### config.mk
export PLATFORM = sky130hd
export DESIGN_NAME = pipe_rca_adder_flat
export DESIGN_NICKNAME = d
export VERILOG_FILES = /design/src/rtl/pipe_rca_adder_if.sv /design/src/rtl/pipe_rca_adder.sv /design/src/flat_wrapper.sv
export SDC_FILE = /design/constraint.sdc
export NUM_CORES = 1
export LEC_CHECK = 0
export CAP_MARGIN = 0
export CORE_ASPECT_RATIO = 0.8
export CORE_MARGIN = 2
export CORE_UTILIZATION = 45
export DETAILED_ROUTE_END_ITERATION = 6
export GPL_ROUTABILITY_DRIVEN = 0
export PLACE_DENSITY_LB_ADDON = 0.3
export SKIP_CTS_REPAIR_TIMING = 1
export SLEW_MARGIN = 25
export SYNTH_ARGS = -nofsm -noshare
export SYNTH_HDL_FRONTEND = slang
export SYNTH_SLANG_ARGS = --single-unit
export TNS_END_PERCENT = 1
### constraint.sdc
create_clock -name clk -period 4.7 [get_ports clk]
set_input_delay 1.41 -clock clk [delete_from_list [all_inputs] [get_ports clk]]
set_output_delay 1.41 -clock clk [all_outputs]
set_load 0.05 [all_outputs]
### src/rtl/pipe_rca_adder_if.sv
// pipe_rca_adder_if -- operand/result bus of the pipelined ripple-carry adder.
//
// Signals:
//   in_valid, in_ready   : operand handshake (producer -> adder)
//   A, B, C_in, sub      : operand set, qualified by in_valid
//   SUM, C_out, ovf      : result, qualified by out_valid
//   out_valid, out_ready : result handshake (adder -> consumer)
//
// Handshake: a transfer happens on a rising clock edge where valid and ready
// are both 1. A producer holding valid=1 keeps its payload stable until that
// transfer; ready may depend combinationally on the consumer side but never on
// the matching valid.
//
// Modports: master = operand producer / result consumer (the environment),
//           slave  = the adder.

interface pipe_rca_adder_if #(
    parameter int WIDTH = 16
);
    logic             in_valid;
    logic             in_ready;
    logic [WIDTH-1:0] A;
    logic [WIDTH-1:0] B;
    logic             C_in;
    logic             sub;
    logic [WIDTH-1:0] SUM;
    logic             C_out;
    logic             ovf;
    logic             out_valid;
    logic             out_ready;

    modport master (
        output in_valid, A, B, C_in, sub, out_ready,
        input  in_ready, SUM, C_out, ovf, out_valid
    );

    modport slave (
        input  in_valid, A, B, C_in, sub, out_ready,
        output in_ready, SUM, C_out, ovf, out_valid
    );
endinterface

### src/rtl/pipe_rca_adder.sv
// pipe_rca_adder -- pipelined ripple-carry adder/subtractor.
//
// The WIDTH-bit addition is split into STAGES chunks of CW = WIDTH/STAGES bits.
// Stage k adds chunk k and hands its carry to stage k+1 one cycle later, so a
// result takes STAGES cycles and a new operand set can enter every cycle.
// The whole pipeline stalls together whenever a held result is not taken.
//
// Ports:
//   clk   : clock, all state updates on its rising edge
//   rst_n : synchronous active-low reset
//   bus   : pipe_rca_adder_if.slave (operands, result, both handshakes)
//
// Parameters:
//   WIDTH  : operand/sum width (must be a multiple of STAGES)
//   STAGES : number of pipeline stages, STAGES=1 gives a single registered adder

module pipe_rca_adder #(
    parameter int WIDTH  = 16,
    parameter int STAGES = 4
) (
    input  logic              clk,
    input  logic              rst_n,
    pipe_rca_adder_if.slave   bus
);
    localparam int CW   = WIDTH / STAGES;
    localparam int LAST = STAGES - 1;

    // Per-stage registers. Each stage carries the full operand words forward
    // so higher chunks are still available to later stages, and the full sum
    // word so lower partial sums travel with their transaction.
    logic [WIDTH-1:0]  a_q   [STAGES];
    logic [WIDTH-1:0]  b_q   [STAGES];
    logic [WIDTH-1:0]  sum_q [STAGES];
    logic [STAGES-1:0] carry_q;
    logic [STAGES-1:0] valid_q;
    logic              ovf_q;

    logic [WIDTH-1:0]  a_d   [STAGES];
    logic [WIDTH-1:0]  b_d   [STAGES];
    logic [WIDTH-1:0]  sum_d [STAGES];
    logic [STAGES-1:0] carry_d;
    logic [STAGES-1:0] valid_d;
    logic              ovf_d;

    // Inputs seen by each stage: the bus for stage 0, the previous stage's
    // registers otherwise.
    logic [WIDTH-1:0]  a_s   [STAGES];
    logic [WIDTH-1:0]  b_s   [STAGES];
    logic [WIDTH-1:0]  sum_s [STAGES];
    logic [STAGES-1:0] c_s;
    logic [STAGES-1:0] v_s;

    logic [CW:0]       chunk;
    logic              adv;

    // Global advance: the pipeline moves whenever the output slot is empty or
    // being drained this cycle.
    assign adv           = !valid_q[LAST] || bus.out_ready;
    assign bus.in_ready  = adv;
    assign bus.out_valid = valid_q[LAST];
    assign bus.SUM       = sum_q[LAST];
    assign bus.C_out     = carry_q[LAST];
    assign bus.ovf       = ovf_q;

    always_comb begin
        chunk   = '0;
        carry_d = '0;
        valid_d = '0;
        c_s     = '0;
        v_s     = '0;
        ovf_d   = 1'b0;

        // Subtraction is A + ~B + 1; C_in is ignored in that mode.
        a_s[0]   = bus.A;
        b_s[0]   = bus.sub ? ~bus.B : bus.B;
        sum_s[0] = '0;
        c_s[0]   = bus.sub | bus.C_in;
        v_s[0]   = bus.in_valid;

        for (int k = 1; k < STAGES; k++) begin
            a_s[k]   = a_q[k-1];
            b_s[k]   = b_q[k-1];
            sum_s[k] = sum_q[k-1];
            c_s[k]   = carry_q[k-1];
            v_s[k]   = valid_q[k-1];
        end

        for (int k = 0; k < STAGES; k++) begin
            chunk = {1'b0, a_s[k][k*CW +: CW]}
                  + {1'b0, b_s[k][k*CW +: CW]}
                  + {{CW{1'b0}}, c_s[k]};
            a_d[k]               = a_s[k];
            b_d[k]               = b_s[k];
            sum_d[k]             = sum_s[k];
            sum_d[k][k*CW +: CW] = chunk[CW-1:0];
            carry_d[k]           = chunk[CW];
            valid_d[k]           = v_s[k];
        end

        // Signed overflow: operands agree in sign, result does not.
        ovf_d = (a_s[LAST][WIDTH-1] == b_s[LAST][WIDTH-1]) &&
                (sum_d[LAST][WIDTH-1] != a_s[LAST][WIDTH-1]);
    end

    always_ff @(posedge clk) begin
        if (!rst_n) begin
            for (int k = 0; k < STAGES; k++) begin
                a_q[k]   <= '0;
                b_q[k]   <= '0;
                sum_q[k] <= '0;
            end
            carry_q <= '0;
            valid_q <= '0;
            ovf_q   <= 1'b0;
        end else if (adv) begin
            for (int k = 0; k < STAGES; k++) begin
                a_q[k]   <= a_d[k];
                b_q[k]   <= b_d[k];
                sum_q[k] <= sum_d[k];
            end
            carry_q <= carry_d;
            valid_q <= valid_d;
            ovf_q   <= ovf_d;
        end
    end
endmodule

### src/flat_wrapper.sv
// flat-port wrapper written by rule: the top's interface ports become plain ports
module pipe_rca_adder_flat 
#(
    parameter int WIDTH  = 16,
    parameter int STAGES = 4
)
  (clk, rst_n, bus_in_valid, bus_A, bus_B, bus_C_in, bus_sub, bus_out_ready, bus_in_ready, bus_SUM, bus_C_out, bus_ovf, bus_out_valid);
  pipe_rca_adder_if #(.WIDTH(WIDTH)) bus_i ();
  input  logic clk;
  input  logic rst_n;
  input wire logic [$bits(bus_i.in_valid)-1:0] bus_in_valid;
  input wire logic [$bits(bus_i.A)-1:0] bus_A;
  input wire logic [$bits(bus_i.B)-1:0] bus_B;
  input wire logic [$bits(bus_i.C_in)-1:0] bus_C_in;
  input wire logic [$bits(bus_i.sub)-1:0] bus_sub;
  input wire logic [$bits(bus_i.out_ready)-1:0] bus_out_ready;
  output wire logic [$bits(bus_i.in_ready)-1:0] bus_in_ready;
  output wire logic [$bits(bus_i.SUM)-1:0] bus_SUM;
  output wire logic [$bits(bus_i.C_out)-1:0] bus_C_out;
  output wire logic [$bits(bus_i.ovf)-1:0] bus_ovf;
  output wire logic [$bits(bus_i.out_valid)-1:0] bus_out_valid;
  assign bus_i.in_valid = bus_in_valid;
  assign bus_i.A = bus_A;
  assign bus_i.B = bus_B;
  assign bus_i.C_in = bus_C_in;
  assign bus_i.sub = bus_sub;
  assign bus_i.out_ready = bus_out_ready;
  assign bus_in_ready = bus_i.in_ready;
  assign bus_SUM = bus_i.SUM;
  assign bus_C_out = bus_i.C_out;
  assign bus_ovf = bus_i.ovf;
  assign bus_out_valid = bus_i.out_valid;
  pipe_rca_adder #(.WIDTH(WIDTH), .STAGES(STAGES)) u_core (.clk(clk), .rst_n(rst_n), .bus(bus_i));
endmodule
# == After elaboration in Yosys (flattened, before gate mapping) ==
# Memory sizes are Yosys's and may differ from the RTL's.
# Cells that the tools add are included.
# word_totals
ff_bits,9
mem_bits_rw,192
input_bits,38
out_inout_bits,20
wordCells,50
n_memories,3
# memory_table
memory,words,word_bits,read_ports,rd_clocked_by_memory_dff,wr,line,rtl
u_core.a_q,4,16,3,0,4,pipe_rca_adder.sv:31,logic [WIDTH-1:0] a_q [STAGES];
u_core.b_q,4,16,3,0,4,pipe_rca_adder.sv:32,logic [WIDTH-1:0] b_q [STAGES];
u_core.sum_q,4,16,4,0,4,pipe_rca_adder.sv:33,logic [WIDTH-1:0] sum_q [STAGES];
# classes
addsub,8
n_eq_ne,2
n_mux,17
bitwise_logic,14
reduce_logical,3
# op_table
cell,count
16-bit 2-to-1 mux,13
4-bit by 4-bit adder with 5-bit output,4
5-bit by 1-bit adder with 5-bit output,4
16-bit NOT,1
1-bit bitwise OR,13
1-bit 2-to-1 mux,4
1-bit equality test,1
1-bit logical AND,1
1-bit zero test,1
1-bit logical OR,1
1-bit inequality test,1

# == Depth between registers and ports, before layout ==
# Gate-level depths: netlist of run 1.
# depth
depth_word,6
mapped_depth,10
mapped_depth_nobuf,8

# == Worst setup path after synthesis of run 1 ==
# No wires, ideal clock.
# synth_path
kind,input to register
from,in bus_out_ready
to,"mem u_core.a_q[0][10], enable pin"
t_arrival_ps,3095
t_required_ps,3851
path_slack_ps,756
cell_stages,3
path_cell_list,nor2b_4 buf_6 nand2_1
# synth_lines
item,line,rtl
"start, declared",flat_wrapper.sv:16,input wire logic [$bits(bus_i.out_ready)-1:0] bus_out_ready;
"end, declared",pipe_rca_adder.sv:31,

# == Final worst setup path of run 1 ==
# layout_path
from,in bus_out_ready
to,out bus_in_ready
# layout_via
elab_chain_len,1
# layout_lines
item,line,rtl
1-bit logical OR,pipe_rca_adder.sv:58,assign adv = !valid_q[LAST] || bus.out_ready;
"end, declared",flat_wrapper.sv:17,output wire logic [$bits(bus_i.in_ready)-1:0] bus_in_ready;
# No other way between the ends.

==> summary.txt, run 1 <==
Clock network
  • CTS root buf: clkbuf_16
  • Clock slew at the register clock pins of the worst setup and hold paths: 0.06 ns
  • Clk Latency, worst-skew pair: 0.33 ns
  • Clk buf depth: 2
  • CTS Buf Count: 9
  • Clock sink count: 97
  • Htree depth: 3
  • TritonCTS clock tree: done

Global route
  • Pin count of the biggest net entering global routing: 76
  • First-pass GRT wire length: 11300 µm
  • Grt total ovfl: 0
  • Initial antenna violation count: 0
  • Vias in the first global route: 2406
  • Total GRT Usage: 14.0%

STA
  • Max frequency: 277 MHz
  • Final number of max-transition violations: 0
  • Minimum clock period: 3.61 ns
  • Final setup violation count: 0
  • Slew of the pin with the lowest slew margin: 0.897 ns
  • Crit share post-route: 76.8%
  • Clock skew: 0.00851 ns
  • RSZ-0062 raised after global routing: no
  • Max-slew headroom: 40.2%
  • Final Hold Fails: 0
  • Setup tns final: 0 ns

Yosys
  • Seq/Total Area, Yosys: 65.3%
  • Syn_nets: 370
  • Post-synth EDFFs: 88
  • #FFs+latches synth: 97
  • Post-synth top flop: edfxtp_1
  • Mean area per synthesized cell: 13.9 µm²
  • Yosys warns: 0
  • Yosys cell types: 29
  • Mapped Cells: 312
  • Fraction of registers with async set/reset: 0%
  • Post-Syn Area: 0.00433 mm²

Hold path
  • HP Class: reg -> reg

Power and ir drop
  • Overall power: 0.00192 W
  • Max rail drop VDD: 163 µV
  • Internal: 0.00151 W
  • Logic pwr share: 10.2%
  • Leak Pwr: 2.28 nW
  • Net Sw Frac: 21.4%
  • Clk pwr share: 36.8%
  • Sw power: 0.000412 W
  • Share of power burned in registers: 53.0%
  • Power per Cell Area: 368 mW/mm²

Drt
  • Final ANT Viol Nets: 0
  • Drt first-iter violations: 155
  • WL/cell: 14.4 µm
  • DRC violations left: 0
  • Via count: 2437
  • DRT Pass-1 Iters: 4
  • Drt total wl: 6980 µm
  • Vias/cell: 5.02

Setup path
  • Critical Path Sink Type: output port
  • Critical path fanouts, max: 2
  • Type of origin of the critical path: input pin
  • Worst EP required: 3.29 ns
  • Critical path class: in -> out
  • CP arrival: 2.20 ns

Floorplan
  • Io pins: 58
  • Site row count: 31
  • Core Area: 0.00919 mm²
  • Starting Density: 47.1%
  • Full die area: 0.0104 mm²
  • Die Span X: 114 µm
  • Die H: 91.7 µm

Final layout
  • Layout cells sized above 1: 7.57%
  • Area occupied by multi-input gates: 0.00129 mm²
  • Post-layout util: 56.8%
  • Final nets: 423
  • Register area: 0.00282 mm²
  • Non-filler instance count after layout: 485
  • Diodes inserted: 0
  • Layout area overhead: 20.6%
  • Final-layout fill cell count: 755

Place
  • Number of instances in the placed design: 469
  • Hpwl dp: 4210 µm
  • I/O Buffers: 57

Run
  • Maxcap violations: 0

Run status
  • Status: finished clean
## cell type report
| cell class | instances | area share (%) |
|---|---|---|
| timing repair buffer | 63 | 11.9 |
| tap | 115 | 2.76 |
| sequential | 97 | 54.1 |
| clock inverter | 5 | 1.10 |
| clock buffer | 11 | 4.46 |
| multi-input combinational | 180 | 24.7 |
| inverter | 14 | 1.01 |
## sequential cells by signal, summed over array words and instances (netlist names)
| register | cells |
|---|---|
| u_core.valid_q | 4 |
| u_core.carry_q | 4 |
| u_core.sum_q | 40 |
| u_core.b_q | 24 |
| u_core.a_q | 24 |
| u_core.bus.ovf | 1 |
## synthesized netlist by cell type, types with 2 or more instances
| cell | instances | area share, % |
|---|---|---|
| xnor2_1 | 14 | 2.8 |
| buf_6 | 10 | 2.6 |
| buf_4 | 4 | 0.69 |
| nor2b_1 | 7 | 1.0 |
| ha_1 | 12 | 3.5 |
| nand2_1 | 8 | 0.69 |
| dfxtp_1 | 9 | 4.2 |
| edfxtp_1 | 88 | 61 |
| a21o_1 | 3 | 0.52 |
| and3_1 | 65 | 9.4 |
| a21boi_0 | 3 | 0.52 |
| nor2_1 | 26 | 2.3 |
| nand3_1 | 2 | 0.23 |
| clkbuf_1 | 6 | 0.52 |
| o21ai_1 | 4 | 0.46 |
| nor3_1 | 4 | 0.46 |
| a21oi_1 | 8 | 0.93 |
| xor2_1 | 6 | 1.2 |
| o21ai_0 | 4 | 0.46 |
| fa_1 | 8 | 3.7 |
| inv_1 | 13 | 1.1 |
## critical path, cell delays in order
cell and delay [ns]:
clkdlybuf4s50_1 0.45, nor2b_4 0.13, inv_2 0.06, buf_12 0.14
## power by group through the flow
stage                     clock network, W  registers [W]  logic (W)
after CTS                         0.000718        0.00102   0.000199
final                             0.000706        0.00102   0.000196
after global routing              0.000757        0.00102   0.000217
after global placement                   0        0.00104   0.000192
after detailed placement                 0        0.00104   0.000197
after floorplan                          0        0.00106   0.000101
## kinds of logic (layout without fill, tap and decap cells)
group,after synthesis,after routing,synth area share [%]
AOI/OAI and AO/OA,25,25,3.56
xor gates and xnor gates,20,20,4.05
adders and majority gates,20,20,7.17
buffers and inverters,35,93,5.15
DFF,97,97,65.3
and+or+nand+nor,115,115,14.8
## layer usage
metal	global-route usage [%]	up-vias	part of all wire, %
met5	0	-	0
met4	4.27	0	1.0
met3	4.03	8	4.7
met2	23.5	50	50
met1	17.8	1165	44
li1	-	1214	-
## placed cells by master, fill, tap and decap left out, types with 2 or more instances in the layout
master / synthesis / layout
a21boi_0: 3 / 3
a21o_1: 3 / 3
a21oi_1: 8 / 8
and3_1: 65 / 65
buf_4: 4 / 6
clkbuf_1: 6 / 2
clkbuf_16: 0 / 9
clkdlybuf4s50_1: 0 / 55
clkinvlp_4: 0 / 3
dfxtp_1: 9 / 9
edfxtp_1: 88 / 88
fa_1: 8 / 8
ha_1: 12 / 12
inv_1: 13 / 13
nand2_1: 8 / 7
nand3_1: 2 / 2
nor2_1: 26 / 26
nor2b_1: 7 / 7
nor3_1: 4 / 4
o21ai_0: 4 / 4
o21ai_1: 4 / 4
xnor2_1: 14 / 14
xor2_1: 6 / 6
## final timing paths
path                                        from                                 to  slack (ns)  cells past startpoint
setup / recovery                   bus_out_ready                       bus_in_ready        1.09                      4
hold / removal    u_core.valid_q[2]$_SDFFE_PN0P_     u_core.valid_q[2]$_SDFFE_PN0P_        0.47                      2
setup reg to reg  u_core.valid_q[3]$_SDFFE_PN0P_  u_core.sum_q[2][10]$_SDFFCE_PN0P_        2.42                      5
hold reg to reg   u_core.valid_q[2]$_SDFFE_PN0P_     u_core.valid_q[2]$_SDFFE_PN0P_        0.47                      2
## through the flow
| step | cell area, µm² | hold WS (ns) | worst slack (ns) |
|---|---|---|---|
| after floorplan | 4330 | 0.440 | 0.756 |
| after global placement | 4930 | 0.450 | 0.942 |
| after detailed placement | 4930 | 0.460 | 0.903 |
| after CTS | 5220 | 0.468 | 1.08 |
| after global routing | 5220 | 0.507 | 0.997 |
| final | 5220 | 0.466 | 1.09 |
Note: power is estimated with default switching activity, not from simulation.
==> run 2, diff against run 1 <==
clock period = 3.2 ns   (was 4.7 ns; I/O delays follow)
==> summary.txt, run 2 (synthesis gave the netlist of run 1 again) <==
Setup path
  • Critical path class: in -> out
  • Slowest cell on the critical path: clkdlybuf4s50_1
  • Worst r2r src: u_core.b_q[0][44]$_SDFFCE_PN0P_
  • CP arrival: 1.79 ns (-0.41 ns)
  • Worst EP required: 2.24 ns (-1.05 ns)
  • Worst reg2reg endpoint: u_core.sum_q[3][15]$_SDFFCE_PN0P_
  • Critical Path Sink Type: output port
  • WP buf/inv: 3 (unchanged)
  • Worst setup startpoint: bus_out_ready
  • Critical path fanouts, max: 2 (unchanged)
  • Reg2Reg Depth: 5 (unchanged)
  • Delay-heaviest family, CP: buffers and inverters
  • R2R Setup Slk: 1.47 ns (-0.95 ns)
  • Crit-path cells: clkdlybuf4s50_1, nor2b_4, inv_2, buf_12
  • CP max stage delay: 0.45 ns (about the same)
  • Type of origin of the critical path: input pin

Place
  • I/O Buffers: 57 (unchanged)
  • Setup WS pre-CTS: 0.150 ns (-0.753 ns)
  • Number of instances in the placed design: 473 (+0.85%)
  • Hpwl dp: 4540 µm (+7.6%)

STA
  • WHS: 0.460 ns (-0.00613 ns)
  • Clock skew: 0.00868 ns (+0.000163 ns)
  • Final number of max-transition violations: 0 (unchanged)
  • Setup tns final: 0 ns (unchanged)
  • RSZ-0062 raised after global routing: no
  • Final Hold Fails: 0 (unchanged)
  • Max-slew headroom: 64.4% (+24 points)
  • Minimum clock period: 2.75 ns
  • Final setup violation count: 0 (unchanged)
  • Setup slack after layout: 0.451 ns (-0.641 ns)
  • Crit share post-route: 85.9%
  • Max frequency: 364 MHz
  • Slew of the pin with the lowest slew margin: 0.535 ns (-0.362 ns)

Clock network
  • Clk Latency, worst-skew pair: 0.34 ns (about the same)
  • Htree depth: 3 (unchanged)
  • CTS Buf Count: 9 (unchanged)
  • Clock slew at the register clock pins of the worst setup and hold paths: 0.07 ns (about the same)
  • TritonCTS clock tree: done
  • Clk buf depth: 2 (unchanged)
  • CTS root buf: clkbuf_16
  • Clock sink count: 97 (unchanged)

Power and ir drop
  • Sw power: 0.000632 W (+53%)
  • Max rail drop VDD: 242 µV (+48%)
  • Leak Pwr: 2.32 nW (+1.8%)
  • Power per Cell Area: 527 mW/mm² (+43%)
  • Logic pwr share: 10.5% (+0.3 points)
  • Share of power burned in registers: 53.8% (+0.8 points)
  • Net Sw Frac: 22.7% (+1.3 points)
  • Clk pwr share: 35.6% (-1.2 points)
  • Internal: 0.00215 W (+42%)

Final layout
  • Max reg flops: 40 (unchanged)
  • Largest Register: u_core.sum_q
  • Post-layout util: 57.4% (+0.60 points)
  • Diodes inserted: 0 (unchanged)
  • Final nets: 427 (+0.95%)
  • Non-filler instance count after layout: 489 (+0.82%)
  • Commonest cells after routing, fill and taps aside: edfxtp_1, and3_1, clkdlybuf4s50_1
  • Most common cell after layout, fill and taps aside: edfxtp_1
  • Largest registers: u_core.sum_q (40), u_core.a_q (24), u_core.b_q (24)
  • Final-layout fill cell count: 773 (+2.4%)
  • Layout cells sized above 1: 9.09% (+1.5 points)
  • Layout area overhead: 21.9%

Run status
  • Status: finished clean

Global route
  • Pin count of the biggest net entering global routing: 65 (-14%)
  • Initial antenna violation count: 0 (unchanged)
  • Total GRT Usage: 14.0% (-0.053 points)
  • First-pass GRT wire length: 11400 µm (+0.85%)
  • Vias in the first global route: 2385 (-0.87%)
  • Grt total ovfl: 0 (unchanged)

Floorplan
  • Core Area: 0.00919 mm² (unchanged)
  • Io pins: 58 (unchanged)
  • Starting Density: 47.1% (unchanged)
  • Die Span X: 114 µm (unchanged)
  • Site row count: 31 (unchanged)
  • Full die area: 0.0104 mm² (unchanged)
  • Die H: 91.7 µm (unchanged)

Run
  • Maxcap violations: 0 (unchanged)

Hold path
  • Worst Hold Path EP: u_core.valid_q[2]$_SDFFE_PN0P_
  • Launch point of the worst hold path: u_core.valid_q[1]$_SDFFE_PN0P_
  • HP Class: reg -> reg
  • WHS Path Cells: 2 (unchanged)

Drt
  • Final ANT Viol Nets: 0 (unchanged)
  • Via count: 2445 (+0.33%)
  • DRT Pass-1 Iters: 4 (unchanged)
  • WL/cell: 14.2 µm (-1.1%)
  • DRC violations left: 0 (unchanged)
  • Vias/cell: 5.00 (-0.49%)
  • Drt total wl: 6960 µm (-0.33%)
  • Drt first-iter violations: 131 (-15%)
-- run 2: changes by cell type in the layout (fill, tap and decap cells not counted), sizes merged --
cell,change
buf,+4
bufinv,-1
clkbuf,-2
clkinv,+2
clkinvlp,-2
inv,+3
-- run 2: metrics by stage --
step           power (W)  instance area [µm²]
4_1_cts          0.00281                 5270
3_5_place_dp     0.00182                 4990
6_report         0.00278                 5270
2_1_floorplan    0.00171                 4330
3_3_place_gp     0.00181                 4990
5_1_grt          0.00289                 5270
-- run 2: layout make-up --
type                            instances  area, µm²  share of cell area, %
Clock buffer                            9        225                   4.27
Timing Repair Buffer                   67        688                   13.1
Tap cell                              115        144                   2.73
Inverter                               14       52.6                  0.997
Sequential cell                        97       2820                   53.5
Clock inverter                          7       52.6                  0.997
Multi-Input combinational cell        180       1290                   24.4
-- run 2: routing by layer --
| metal | global-route usage, % | wire, µm |
|---|---|---|
| met1 | 18.8 | 3100 |
| met4 | 3.66 | 36 |
| met2 | 22.1 | 3450 |
| met5 | 0 | 0 |
| met3 | 4.49 | 372 |
-- run 2: how the worst max path moves through the flow --
stage | end | slack (ns) | cells past startpoint
after detailed placement | u_core.sum_q[0][3]$_SDFFCE_PN0P_ | 0.15 | 8
after global placement | u_core.sum_q[0][1]$_SDFFCE_PN0P_ | 0.26 | 6
final | bus_in_ready | 0.45 | 4
after CTS | bus_in_ready | 0.44 | 4
after floorplan | u_core.sum_q[0][1]$_SDFFCE_PN0P_ | 0.52 | 7
after global routing | bus_in_ready | 0.42 | 4
-- run 2: power by group through the flow --
stage                     clock network [W]  logic (W)  registers [W]
final                              0.000990   0.000293        0.00150
after global routing                0.00106   0.000324        0.00150
after CTS                           0.00102   0.000298        0.00150
after detailed placement                  0   0.000296        0.00153
after global placement                    0   0.000286        0.00152
after floorplan                           0   0.000149        0.00156
-- run 2: tightest hold or removal path, cell delays in order, from the launching register on --
cell and delay [ns]:
dfxtp_1 0.31, nand2_1 0.05, a21boi_0 0.06
